[src/rtl/tdc_meas_ctrl.sv]
// tdc_meas_ctrl: sequences one start/stop TDC measurement and buffers its merged result
//    clk, rst          rising-edge clock, synchronous active-high reset
//    arm               host level; measurements are requested while high
//    start_hit         start edge pulse
//    stop_hit          stop edge pulse
//    merge_done        merging stage done pulse, qualifies merge_data
//    merge_data        merged {coarse, start fine, stop fine} word
//    store_start       strobe latching the start fine code
//    store_stop        strobe latching the stop fine code and coarse count
//    tdc_rst           clear pulse to delay line, decoders and coarse counter
//    busy              controller is not idle
//    res_valid         result buffer full
//    res_ready         consumer accepts the result on res_valid & res_ready
//    res_data          buffered result
//    res_status        00 ok, 01 stop timeout, 10 merge timeout
module tdc_meas_ctrl #(
   parameter int DW       = 32,
   parameter int TIMEOUT  = 1000,
   parameter int MERGE_TO = 16
) (
   input  logic          clk,
   input  logic          rst,
   input  logic          arm,
   input  logic          start_hit,
   input  logic          stop_hit,
   input  logic          merge_done,
   input  logic [DW-1:0] merge_data,
   output logic          store_start,
   output logic          store_stop,
   output logic          tdc_rst,
   output logic          busy,
   output logic          res_valid,
   input  logic          res_ready,
   output logic [DW-1:0] res_data,
   output logic [1:0]    res_status
);
   localparam int TMAX = TIMEOUT > MERGE_TO ? TIMEOUT : MERGE_TO;
   localparam int TW   = $clog2(TMAX + 1);
   localparam logic [2:0] IDLE      = 3'd0;
   localparam logic [2:0] CLEAR     = 3'd1;
   localparam logic [2:0] ARMED     = 3'd2;
   localparam logic [2:0] WAIT_STOP = 3'd3;
   localparam logic [2:0] MERGE     = 3'd4;
   logic [2:0]    state, state_nx;
   logic [TW-1:0] timer;
   logic          free, stop_to, merge_to, merge_ok, load, start_ok;
   logic [DW-1:0] load_data;
   logic [1:0]    load_status;
   always_comb begin
      free        = !res_valid || res_ready;
      start_ok    = state == ARMED && arm && start_hit;
      merge_ok    = state == MERGE && merge_done;
      stop_to     = state == WAIT_STOP && !stop_hit && timer == TW'(TIMEOUT - 1);
      merge_to    = state == MERGE && !merge_done && timer == TW'(MERGE_TO - 1);
      load        = merge_ok || stop_to || merge_to;
      load_data   = merge_ok ? merge_data : '0;
      load_status = stop_to ? 2'b01 : merge_to ? 2'b10 : 2'b00;
      state_nx    = state;
      case (state)
         IDLE:      state_nx = arm && free ? CLEAR : IDLE;
         // A result just loaded keeps the buffer full here, so re-arming waits
         // in IDLE for the handshake instead of starting a measurement that
         // could overwrite it.
         CLEAR:     state_nx = arm && free ? ARMED : IDLE;
         ARMED:     state_nx = !arm ? CLEAR : start_hit ? (stop_hit ? MERGE : WAIT_STOP) : ARMED;
         WAIT_STOP: state_nx = stop_hit ? MERGE : stop_to ? CLEAR : WAIT_STOP;
         MERGE:     state_nx = merge_done || merge_to ? CLEAR : MERGE;
         default:   state_nx = IDLE;
      endcase
   end
   always_ff @(posedge clk) begin
      if (rst) begin
         state       <= IDLE;
         timer       <= '0;
         store_start <= 1'b0;
         store_stop  <= 1'b0;
         tdc_rst     <= 1'b0;
         busy        <= 1'b0;
         res_valid   <= 1'b0;
         res_data    <= '0;
         res_status  <= 2'b00;
      end else begin
         state       <= state_nx;
         // Timeouts force an exit before the timer can exceed its range.
         timer       <= (state_nx == state && (state == WAIT_STOP || state == MERGE)) ? timer + 1'b1 : '0;
         store_start <= start_ok;
         store_stop  <= (start_ok && stop_hit) || (state == WAIT_STOP && stop_hit);
         tdc_rst     <= state_nx == CLEAR;
         busy        <= state_nx != IDLE;
         if (load) begin
            res_valid  <= 1'b1;
            res_data   <= load_data;
            res_status <= load_status;
         end else if (res_ready) begin
            res_valid  <= 1'b0;
         end
      end
   end
endmodule

[config.mk]
export PLATFORM = sky130hd
export DESIGN_NAME = tdc_meas_ctrl
export DESIGN_NICKNAME = d
export VERILOG_FILES = /design/src/rtl/tdc_meas_ctrl.sv
export SDC_FILE = /design/constraint.sdc
export NUM_CORES = 1
export LEC_CHECK = 0
export ABC_AREA = 1
export CELL_PAD_IN_SITES_DETAIL_PLACEMENT = 1
export CELL_PAD_IN_SITES_GLOBAL_PLACEMENT = 2
export CORE_MARGIN = 2
export CORE_UTILIZATION = 26
export DETAILED_ROUTE_END_ITERATION = 10
export PLACE_DENSITY = 0.81
export SLEW_MARGIN = 25
export SYNTH_ARGS = -nofsm -noshare
export SYNTH_HDL_FRONTEND = slang
export SYNTH_SLANG_ARGS = --single-unit
[constraint.sdc]
create_clock -name clk -period 4.3 [get_ports clk]
set_input_delay 1.29 -clock clk [delete_from_list [all_inputs] [get_ports clk]]
set_output_delay 1.29 -clock clk [all_outputs]
set_load 0.05 [all_outputs]
==> results of run 1 <==
[logic make-up after synthesis]
group,Yosys count
AOI/OAI and AO/OA,36
xor gates and xnor gates,8
adders and majority gates,1
buffers and inverters,37
DFF,52
and+or+nand+nor,161
[power breakdown]
part	switching, mW	internal (mW)
clock network	0.165	0.111
logic	0.0393	0.0421
registers	0.00292	0.485
total	0.207	0.638
[sequential cells by signal (all words and copies together) (netlist names)]
signal and cells:
res_valid 1, res_status 2, res_data 32, tdc_rst 1, timer 10, busy 1
store_stop 1, store_start 1, state 3
[area by class of cell]
class	instances	area [um^2]	share of cell area
inverters	21	78.8	0.0247
multi-input cells	206	1080	0.337
repair buffers	78	778	0.244
clock buffers	5	68.8	0.0216
well taps	108	135	0.0424
clock inverters	2	12.5	0.00392
flip-flops and latches	52	1040	0.326
[through the flow]
step	hold slack, ns	util	cells	setup slack [ns]
2_1_floorplan	0.458	-	295	2.24
3_3_place_gp	0.453	0.360	465	1.32
3_5_place_dp	0.463	0.360	465	1.27
4_1_cts	0.476	0.369	472	1.51
5_1_grt	0.511	0.369	472	1.47
6_report	0.471	0.369	472	1.52
[final timing paths]
path,slack (ns),cells after the start,to,start
worst max-delay path,1.52,1,res_data[18],res_data[18]$_SDFFE_PP0P_
worst min-delay path,0.47,2,res_status[1]$_SDFFE_PP0P_,res_status[1]$_SDFFE_PP0P_
worst max register to register,2.41,7,res_data[20]$_SDFFE_PP0P_,state[0]$_SDFF_PP0_
worst min register to register,0.47,2,res_status[1]$_SDFFE_PP0P_,res_status[1]$_SDFFE_PP0P_
[layer usage]
layer | share of wire | vias up | track usage
li1 | - | 1134 | -
met1 | 0.47 | 1074 | 0.186
met2 | 0.48 | 47 | 0.233
met3 | 0.034 | 7 | 0.0265
met4 | 0.014 | 0 | 0.0459
met5 | 0 | - | 0
[cells in the final DEF, fill, tap and decap left out]
cell type                         instances
sky130_fd_sc_hd__clkdlybuf4s50_1         77
sky130_fd_sc_hd__clkbuf_8                 5
sky130_fd_sc_hd__nor3_1                  13
sky130_fd_sc_hd__dfxtp_1                 52
sky130_fd_sc_hd__buf_4                    1
sky130_fd_sc_hd__clkinv_2                 1
sky130_fd_sc_hd__a21oi_1                 35
sky130_fd_sc_hd__nor2_1                  20
sky130_fd_sc_hd__nor2_2                   4
sky130_fd_sc_hd__ha_1                     1
sky130_fd_sc_hd__o21ai_0                  1
sky130_fd_sc_hd__nand4_1                 37
sky130_fd_sc_hd__nand2_2                  1
sky130_fd_sc_hd__nor3_2                   2
sky130_fd_sc_hd__nand4_4                  1
sky130_fd_sc_hd__clkinvlp_4               1
sky130_fd_sc_hd__clkinv_1                 1
sky130_fd_sc_hd__inv_2                    4
sky130_fd_sc_hd__nand2_4                  1
sky130_fd_sc_hd__nand3_2                  3
sky130_fd_sc_hd__nand2_1                 66
sky130_fd_sc_hd__xor2_1                   6
sky130_fd_sc_hd__inv_1                   16
sky130_fd_sc_hd__nand3b_4                 1
sky130_fd_sc_hd__nand3_1                 12
sky130_fd_sc_hd__xnor2_1                  2
==> run summary, run 1 <==
====================================================================================
Via count of the first global-routing pass                                     2,211
Antenna Cells                                                                      0
Number of nets at the end of the flow                                            404
Post-CTS repair timing setup buffer count                                          0
Area fraction in compound gates after synthesis                               0.0788
Adder-cell share of the synthesized area                                     0.00547
H-tree Lvls                                                                        2
Area share of the leading cell type in the synthesized netlist                 0.455
Result of the run                                                       finished clean
Cell area after synthesis                                               0.00229 mm^2
Worst VDD drop                                                              0.106 mV
Clock transition at path regs                                                0.10 ns
CP max-delay cell                                                       sky130_fd_sc_hd__clkdlybuf4s50_1
Total power consumption of the routed design                                0.845 mW
Residual DRC count                                                                 0
Largest stage delay on the critical path                                     0.81 ns
Cell Chain, Critical Path                                               clkdlybuf4s50_1
Transition time of the tightest slew-check pin                              0.609 ns
Required time reported for the critical path endpoint                        3.01 ns
Data arrival at the endpoint of the critical path                            1.49 ns
Post-synthesis xor/xnor area fraction                                         0.0307
Overflow after GRT                                                                 0
RSZ-0062 raised after global routing                                           false
Sequential-to-total area share from yosys stat                                 0.455
Number of fillers in the final layout                                          1,081
Maximum frequency from static timing analysis                                360 MHz
Core Box Area                                                           0.00864 mm^2
Static leakage                                                               1.12 nW
Largest net degree at the start of global routing                                 37
CTS Buf Count                                                                      5
Syn nets                                                                         335
Detailed Routing Iterations Pass 1                                                 4
Largest cells by area after synthesis                                   sky130_fd_sc_hd__dfxtp_1 46%, sky130_fd_sc_hd__nand2_1 11%, sky130_fd_sc_hd__nand4_1 10%
Starting utilization of the core area                                          0.265
Clk Latency, worst-skew pair                                                 0.31 ns
Final worst-path cycle share                                                   0.647
Total wire length                                                            6.85 mm
Prevailing post-synth register cell                                     sky130_fd_sc_hd__dfxtp_1
Number of maximum-capacitance violations                                           0
Cell Pwr Density                                                         265 mW/mm^2
Worst Path Buf+Inv                                                                 1
Class of the most critical hold timing path                             register to register
Iteration-0 DRC Markers                                                           53
Die footprint                                                           0.00956 mm^2
Worst Setup Start Kind                                                      register
CTS sink cnt                                                                      52
Hold Violations, Final                                                             0
Kind of capture point of the worst setup path                           primary output
Fraction of final layout cells sized beyond drive strength 1                  0.0687
Via density per instance                                                        4.79
Synth warnings                                                                     0
Number of setup violations in the final report                                     0
Clock tree from TritonCTS                                                        yes
Number of buffers inserted for hold repair after clock tree synthesis              0
Avg Cell Area, Syn                                                         7.75 um^2
Count of flip-flops with a built-in enable after synthesis                         0
Number of buffer cells added on primary ports                                     77
Pins over their slew limit                                                         0
First-pass GRT wire length                                                   11.1 mm
Post-Syn Instances                                                               295
Die width                                                                    97.8 um
Antenna violations before repair                                                   0
Area growth, synth to finish                                                   39.6%
Type of the setup path with the least slack                             register to primary output
Post-Synth Simple-Gate Area                                                    0.356
I/O pin count                                                                     78
Cell class contributing the biggest share of worst-path delay           buffers and inverters
Layout Cell Area excl Fill                                              0.00319 mm^2
Max Clock Skew                                                             0.0175 ns
Clock Root Buffer                                                       sky130_fd_sc_hd__clkbuf_8
Most repeated cell in the gate-level netlist after synthesis            sky130_fd_sc_hd__nand2_1
Overall global routing resource usage                                          0.141
Total of cells resized after clock tree synthesis                                  0
Cell variety after synth                                                          26
Combinational family with the most area after synthesis                 simple AND/OR/NAND/NOR gates
Mux contribution to synthesized area                                               0
Minimum period implied by the final worst setup slack                        2.78 ns
Post-route ant nets                                                                0
Seq cells post-synth                                                              52
Leading area contributor after synthesis                                sky130_fd_sc_hd__dfxtp_1
Number of buffers between clock root and the deepest sink                          2
Detailed placement HPWL                                                      4.85 mm
Via Count                                                                      2,262
Top cells by count, synth                                               66 x sky130_fd_sc_hd__nand2_1, 52 x sky130_fd_sc_hd__dfxtp_1, 37 x sky130_fd_sc_hd__nand4_1, 35 x sky130_fd_sc_hd__a21oi_1, 20 x sky130_fd_sc_hd__nor2_1
Total cell area at the placement stage                                  0.00311 mm^2
Placement Rows                                                                    34
Height of the die                                                            97.8 um
Maximum fanout along the worst path                                                2
Average wire length per cell after detail routing                            14.5 um
Asr flop ratio synth                                                               0
Final total negative setup slack                                                0 ns
Placer congestion estimate                                                     0.771
Relative slew margins                                                          0.593
====================================================================================
(Power assumes the default switching activity.)
==> inputs of run 2 (changes only) <==
CORE_UTILIZATION = 22   (was 26)
PLACE_DENSITY = 0.73   (was 0.81)
clock period = 2.3 ns   (was 4.3 ns; I/O delays follow)
==> run 2 against run 1 <==
- die area is 17% higher
- non-clock buffer count is 5 higher
- worst hold slack worse by 0.00071 ns
- sequential share of layout area is 1.2 points lower
- sequential power is 87% higher
- via count is 0.27% lower
- clock power is 110% higher
- final cell count is 7.2% higher
- largest power group unchanged
- largest cell class unchanged
- flip-flop and latch count stayed put
==> run summary, run 2 (same netlist as run 1, synthesis figures left out) <==
====================================================================================
Overflow after GRT                                                                 0   unchanged
Minimum period implied by the final worst setup slack                        2.23 ns
Kind of capture point of the worst setup path                           primary output
Fraction of met1 tracks used by global routing                                 0.177   -0.00851
Pins over their slew limit                                                         0   unchanged
Iteration-0 DRC Markers                                                           53   unchanged
Number of maximum-capacitance violations                                           0   unchanged
Clock transition at path regs                                                0.11 ns   about the same
RSZ-0062 raised after global routing                                           false
CTS sink cnt                                                                      52   unchanged
Antenna Cells                                                                      0   unchanged
H-tree Lvls                                                                        2   unchanged
Core Box Area                                                            0.0102 mm^2   +18%
Met2 track demand over resource in global routing                              0.215   -0.0181
First-pass GRT wire length                                                   12.0 mm   +8.0%
Via Count                                                                      2,256   -0.27%
Switching power summed over all nets                                        0.430 mW   +110%
CTS Buf Count                                                                      5   unchanged
Height of the die                                                             106 um   +8.4%
Detailed Routing Iterations Pass 1                                                 4   unchanged
Worst VDD drop                                                              0.202 mV   +91%
Class of the most critical hold timing path                             register to register
Largest registers                                                       res_data: 32 flops, timer: 10 flops, state: 3 flops
Final worst-path cycle share                                                   0.968
Largest reg by FF count                                                     res_data
Commonest cells after routing, fill and taps aside                      77 x sky130_fd_sc_hd__clkdlybuf4s50_1, 66 x sky130_fd_sc_hd__nand2_1, 52 x sky130_fd_sc_hd__dfxtp_1, 37 x sky130_fd_sc_hd__nand4_1, 35 x sky130_fd_sc_hd__a21oi_1
Largest net degree at the start of global routing                                 37   unchanged
FF/Latch Area                                                           0.00104 mm^2   unchanged
Area of the multi-input gates                                           0.00108 mm^2   unchanged
Largest stage delay on the critical path                                     0.82 ns   about the same
Worst Path Buf+Inv                                                                 1   unchanged
Hold Violations, Final                                                             0   unchanged
CP max-delay cell                                                       sky130_fd_sc_hd__clkdlybuf4s50_1
Required time reported for the critical path endpoint                        1.61 ns   -1.40 ns
Number of buffer cells added on primary ports                                     77   unchanged
Fraction of final layout cells sized beyond drive strength 1                  0.0838   +0.0151
Relative slew margins                                                          0.631   +0.0381
Number of flip-flops under the largest register name                              32   unchanged
Clk Latency, worst-skew pair                                                 0.32 ns   about the same
Most used routing layer in global routing                                       met2
Static leakage                                                               1.16 nW   +3.9%
Number of fillers in the final layout                                          1,263   +17%
Placer congestion estimate                                                     0.814   +5.7%
Result of the run                                                       finished clean
Cell class contributing the biggest share of worst-path delay           buffers and inverters
Placement Rows                                                                    37   +8.8%
Starting utilization of the core area                                          0.224   -0.0403
Most common cell after layout, fill and taps aside                      sky130_fd_sc_hd__clkdlybuf4s50_1
Number of buffers inserted for hold repair after clock tree synthesis              0   unchanged
Average wire length per cell after detail routing                            14.1 um   -2.9%
Type of the setup path with the least slack                             register to primary output
Maximum frequency from static timing analysis                                449 MHz
Via count of the first global-routing pass                                     2,335   +5.6%
Transition time of the tightest slew-check pin                              0.552 ns   -0.0570 ns
Post-route ant nets                                                                0   unchanged
Cell Pwr Density                                                         495 mW/mm^2   +87%
Max Clock Skew                                                             0.0114 ns   -0.00610 ns
Area growth, synth to finish                                                   45.0%
Internal power summed over all cells                                         1.21 mW   +90%
I/O pin count                                                                     78   unchanged
Antenna violations before repair                                                   0   unchanged
Worst Setup Start Kind                                                      register
Overall global routing resource usage                                          0.132   -0.00907
Power share of the combinational group                                         0.094   -0.002
Cell Chain, Critical Path                                               clkdlybuf4s50_1
Clock Root Buffer                                                       sky130_fd_sc_hd__clkbuf_8
Number of buffers between clock root and the deepest sink                          2   unchanged
Clock tree from TritonCTS                                                        yes
Number of nets at the end of the flow                                            409   +1.2%
Post-CTS repair timing setup buffer count                                          0   unchanged
Total wire length                                                            7.13 mm   +4.1%
Share of total power in sequential cells                                       0.556   -0.022
Residual DRC count                                                                 0   unchanged
Via density per instance                                                        4.46   -7.0%
Number of setup violations in the final report                                     0   unchanged
Met3 Use GR                                                                   0.0258   -0.000734
Data arrival at the endpoint of the critical path                            1.54 ns   +0.05 ns
Total power consumption of the routed design                                 1.64 mW   +94%
End-of-flow core utilization                                                   0.326   -0.0439
Die footprint                                                            0.0112 mm^2   +17%
Detailed placement HPWL                                                      5.24 mm   +7.9%
Die width                                                                     106 um   +8.4%
Net switching fraction of the power                                            0.262   +0.0171
Maximum fanout along the worst path                                                2   unchanged
Final total negative setup slack                                                0 ns   unchanged
Total of cells resized after clock tree synthesis                                  0   unchanged
Clock power frac                                                               0.350   +0.024
====================================================================================
## run 2: changes by cell type in the layout (fill, tap and decap cells not counted), sizes merged
cell  previous run  this run
buf              1         6
inv             20        21
## run 2: power by group through the flow
stage	sequential, mW	combinational, mW	clock (mW)
2_1_floorplan	0.952	0.0413	0
3_3_place_gp	0.934	0.155	0
3_5_place_dp	0.934	0.155	0
4_1_cts	0.914	0.156	0.601
5_1_grt	0.915	0.166	0.631
6_report	0.913	0.154	0.574
## run 2: final cells by class
cell class / count / area share
multi-input combinational: 206 / 0.325
sequential: 52 / 0.314
timing repair buffer: 83 / 0.257
tap: 136 / 0.0513
inverter: 21 / 0.0238
clock buffer: 5 / 0.0208
clock inverter: 3 / 0.00830
## run 2: final timing paths
check | from | end | slack (ns) | cells after the start
min | res_status[1]$_SDFFE_PP0P_ | res_status[1]$_SDFFE_PP0P_ | 0.47 | 2
max reg2reg | timer[0]$_SDFF_PP0_ | timer[8]$_SDFF_PP0_ | 0.64 | 8
max | res_data[27]$_SDFFE_PP0P_ | res_data[27] | 0.07 | 1
min reg2reg | res_status[1]$_SDFFE_PP0P_ | res_status[1]$_SDFFE_PP0P_ | 0.47 | 2
## run 2: through the flow
step                      hold slack, ns  area, um^2  cells  setup slack (ns)
after global routing               0.508        3320    506            0.0142
after floorplan                    0.458        2290    295             0.841
final                              0.471        3320    506            0.0743
after global placement             0.449        3220    498            0.0750
after detailed placement           0.455        3220    498            0.0402
after CTS                          0.471        3320    506            0.0487
## run 2: metal layers
layer	vias up	wire, um	part of all wire
met4	0	81	0.011
met5	-	0	0
met1	1055	3420	0.48
met3	9	306	0.043
li1	1142	-	-
met2	50	3330	0.47
==> inputs of run 3 (changes only) <==
CELL_PAD_IN_SITES_DETAIL_PLACEMENT = 0   (was 1)
CELL_PAD_IN_SITES_GLOBAL_PLACEMENT = 1   (was 2)
CORE_UTILIZATION = 29   (was 22)
GPL_TIMING_DRIVEN = 1   (was default)
PLACE_DENSITY = 0.74   (was 0.73)
==> run 3 against run 2 <==
- setup slack gained 0.040 ns
- maximum frequency grew 1.8%
- critical path depth is the same
- count of clock-buffer cells in the layout grew 1
- register-to-register slack gained 0.08 ns
- highest routed layer unchanged
- final cell count shrank 6.7%
- largest power group unchanged
- wire length shrank 13%
- power shrank 1.6%
- worst hold slack gained 0.0061 ns
- final area shrank 1.4%
==> run summary, run 3 (same netlist as run 1, synthesis figures left out) <==
====================================================================================
Minimum period implied by the final worst setup slack                        2.19 ns   -0.0397 ns
H-tree Lvls                                                                        2   unchanged
Largest net degree at the start of global routing                                 37   unchanged
Worst reg2reg setup slack                                                    0.72 ns   +0.08 ns
Met2 track demand over resource in global routing                              0.245   +0.0304
Clk Latency, worst-skew pair                                                 0.31 ns   about the same
Detailed placement HPWL                                                      4.28 mm   -18%
Iteration-0 DRC Markers                                                           78   +47%
Length in cells of the worst reg-to-reg path                                       8   unchanged
Layout Cell Area excl Fill                                              0.00327 mm^2   -1.4%
Number of buffers inserted for hold repair after clock tree synthesis              0   unchanged
Area growth, synth to finish                                                   43.0%
Cell Chain, Critical Path                                               clkdlybuf4s50_1
Number of fillers in the final layout                                            808   -36%
Starting utilization of the core area                                          0.297   +0.0729
Clock tree from TritonCTS                                                        yes
Number of maximum-capacitance violations                                           0   unchanged
Via count of the first global-routing pass                                     2,122   -9.1%
Core Box Area                                                           0.00769 mm^2   -25%
Commonest cells after routing, fill and taps aside                      77 x sky130_fd_sc_hd__clkdlybuf4s50_1, 66 x sky130_fd_sc_hd__nand2_1, 52 x sky130_fd_sc_hd__dfxtp_1, 37 x sky130_fd_sc_hd__nand4_1, 35 x sky130_fd_sc_hd__a21oi_1
Overall global routing resource usage                                          0.145   +0.0133
Most common cell after layout, fill and taps aside                      sky130_fd_sc_hd__clkdlybuf4s50_1
Number of setup violations in the final report                                     0   unchanged
Type of the setup path with the least slack                             register to primary output
First-pass GRT wire length                                                   10.1 mm   -16%
Largest reg by FF count                                                     res_data
Maximum frequency from static timing analysis                                457 MHz   +1.8%
Total of cells resized after clock tree synthesis                                  0   unchanged
Residual DRC count                                                                 0   unchanged
Hold Violations, Final                                                             0   unchanged
Via density per instance                                                        4.72   +6.0%
Kind of capture point of the worst setup path                           primary output
Fraction of final layout cells sized beyond drive strength 1                  0.0838   unchanged
Static leakage                                                               1.17 nW   +0.40%
Max Clock Skew                                                             0.0111 ns   -0.000240 ns
Total wire length                                                            6.24 mm   -13%
Cell class contributing the biggest share of worst-path delay           buffers and inverters
Cell Pwr Density                                                         494 mW/mm^2   -0.20%
CTS sink cnt                                                                      52   unchanged
Capture point of the critical path                                       res_data[7]
Relative slew margins                                                          0.628   -0.00318
Clock Root Buffer                                                       sky130_fd_sc_hd__clkbuf_8
Largest stage delay on the critical path                                     0.85 ns   +0.03 ns
Height of the die                                                            92.8 um   -12%
Worst setup path startpoint                                             res_data[7]$_SDFFE_PP0P_
Overflow after GRT                                                                 0   unchanged
Number of buffers between clock root and the deepest sink                          2   unchanged
Placer congestion estimate                                                     0.783   -3.9%
Via Count                                                                      2,230   -1.2%
Class of the most critical hold timing path                             register to register
Average wire length per cell after detail routing                            13.2 um   -6.2%
CP Depth                                                                           1   unchanged
Hold Worst Slack                                                            0.477 ns   +0.00606 ns
Final total negative setup slack                                                0 ns   unchanged
Number of buffer cells added on primary ports                                     77   unchanged
Worst Setup Start Kind                                                      register
Number of nets at the end of the flow                                            409   unchanged
Fraction of met1 tracks used by global routing                                 0.188   +0.0112
Antenna Cells                                                                      0   unchanged
Data arrival at the endpoint of the critical path                            1.50 ns   -0.04 ns
I/O pin count                                                                     78   unchanged
Most used routing layer in global routing                                       met2
Maximum fanout along the worst path                                                2   unchanged
Antenna violations before repair                                                   0   unchanged
Reg-to-Reg Start                                                        timer[0]$_SDFF_PP0_
Number of flip-flops under the largest register name                              32   unchanged
Largest registers                                                       res_data: 32 flops, timer: 10 flops, state: 3 flops
Result of the run                                                       finished clean
Final worst-path cycle share                                                   0.950   -0.0173
Post-route ant nets                                                                0   unchanged
Worst VDD drop                                                              0.237 mV   +17%
Transition time of the tightest slew-check pin                              0.557 ns   +0.00476 ns
Detailed Routing Iterations Pass 1                                                 4   unchanged
CP max-delay cell                                                       sky130_fd_sc_hd__clkdlybuf4s50_1
CTS Buf Count                                                                      5   unchanged
Pins over their slew limit                                                         0   unchanged
Total cell area at the placement stage                                  0.00318 mm^2   -1.3%
Required time reported for the critical path endpoint                        1.61 ns   about the same
Die width                                                                    92.8 um   -12%
RSZ-0062 raised after global routing                                           false
Post-CTS repair timing setup buffer count                                          0   unchanged
Die footprint                                                           0.00861 mm^2   -23%
Met3 Use GR                                                                   0.0260   +0.000286
Worst Path Buf+Inv                                                                 1   unchanged
Placement Rows                                                                    32   -14%
Clock transition at path regs                                                0.10 ns   about the same
Worst R2R End                                                           timer[5]$_SDFF_PP0_
====================================================================================
run 3: cell count changes in the layout (fill, tap and decap cells not counted), sizes merged:
cell and change:
clkbuf +1, clkinv +1, clkinvlp -1, inv -1
run 3: how the worst min path moves through the flow:
stage	endpoint	startpoint	slack, ns	cells after the start
after floorplan	timer[0]$_SDFF_PP0_	timer[0]$_SDFF_PP0_	0.46	1
after global placement	res_status[0]$_SDFFE_PP0P_	res_status[0]$_SDFFE_PP0P_	0.46	2
after detailed placement	res_status[1]$_SDFFE_PP0P_	res_status[1]$_SDFFE_PP0P_	0.47	2
after CTS	res_status[1]$_SDFFE_PP0P_	res_status[1]$_SDFFE_PP0P_	0.48	2
after global routing	res_data[15]$_SDFFE_PP0P_	res_data[15]$_SDFFE_PP0P_	0.51	2
final	res_status[1]$_SDFFE_PP0P_	res_status[1]$_SDFFE_PP0P_	0.48	2
run 3: final cells by class:
class | instances | area [um^2] | area share
Timing Repair Buffer | 83 | 853 | 0.261
Inverter | 21 | 78.8 | 0.0241
Tap cell | 102 | 128 | 0.0390
Multi-Input combinational cell | 206 | 1080 | 0.329
Clock inverter | 2 | 10.0 | 0.00306
Clock buffer | 6 | 82.6 | 0.0253
Sequential cell | 52 | 1040 | 0.318
run 3: report_power, final:
part | switching [mW] | internal, mW | total (mW) | leakage (nW)
registers | 0.00508 | 0.907 | 0.913 | 0.419
logic | 0.0718 | 0.0791 | 0.151 | 0.698
clock network | 0.310 | 0.241 | 0.551 | 0.0510
total | 0.387 | 1.23 | 1.61 | 1.17
run 3: metal layers:
layer / vias up / share of wire / routed length [um]
met5: - / 0 / 0
met1: 1023 / 0.47 / 2960
met4: 0 / 0.015 / 92
li1: 1149 / - / -
met3: 8 / 0.033 / 209
met2: 50 / 0.48 / 2980
run 3: metrics by stage:
stage          setup slack (ns)  power [mW]  instances  utilization
2_1_floorplan             0.841       0.993        295            -
3_3_place_gp              0.207        1.09        464        0.413
3_5_place_dp              0.127        1.08        464        0.413
4_1_cts                   0.109        1.63        472        0.425
5_1_grt                  0.0707        1.68        472        0.425
6_report                  0.114        1.61        472        0.425
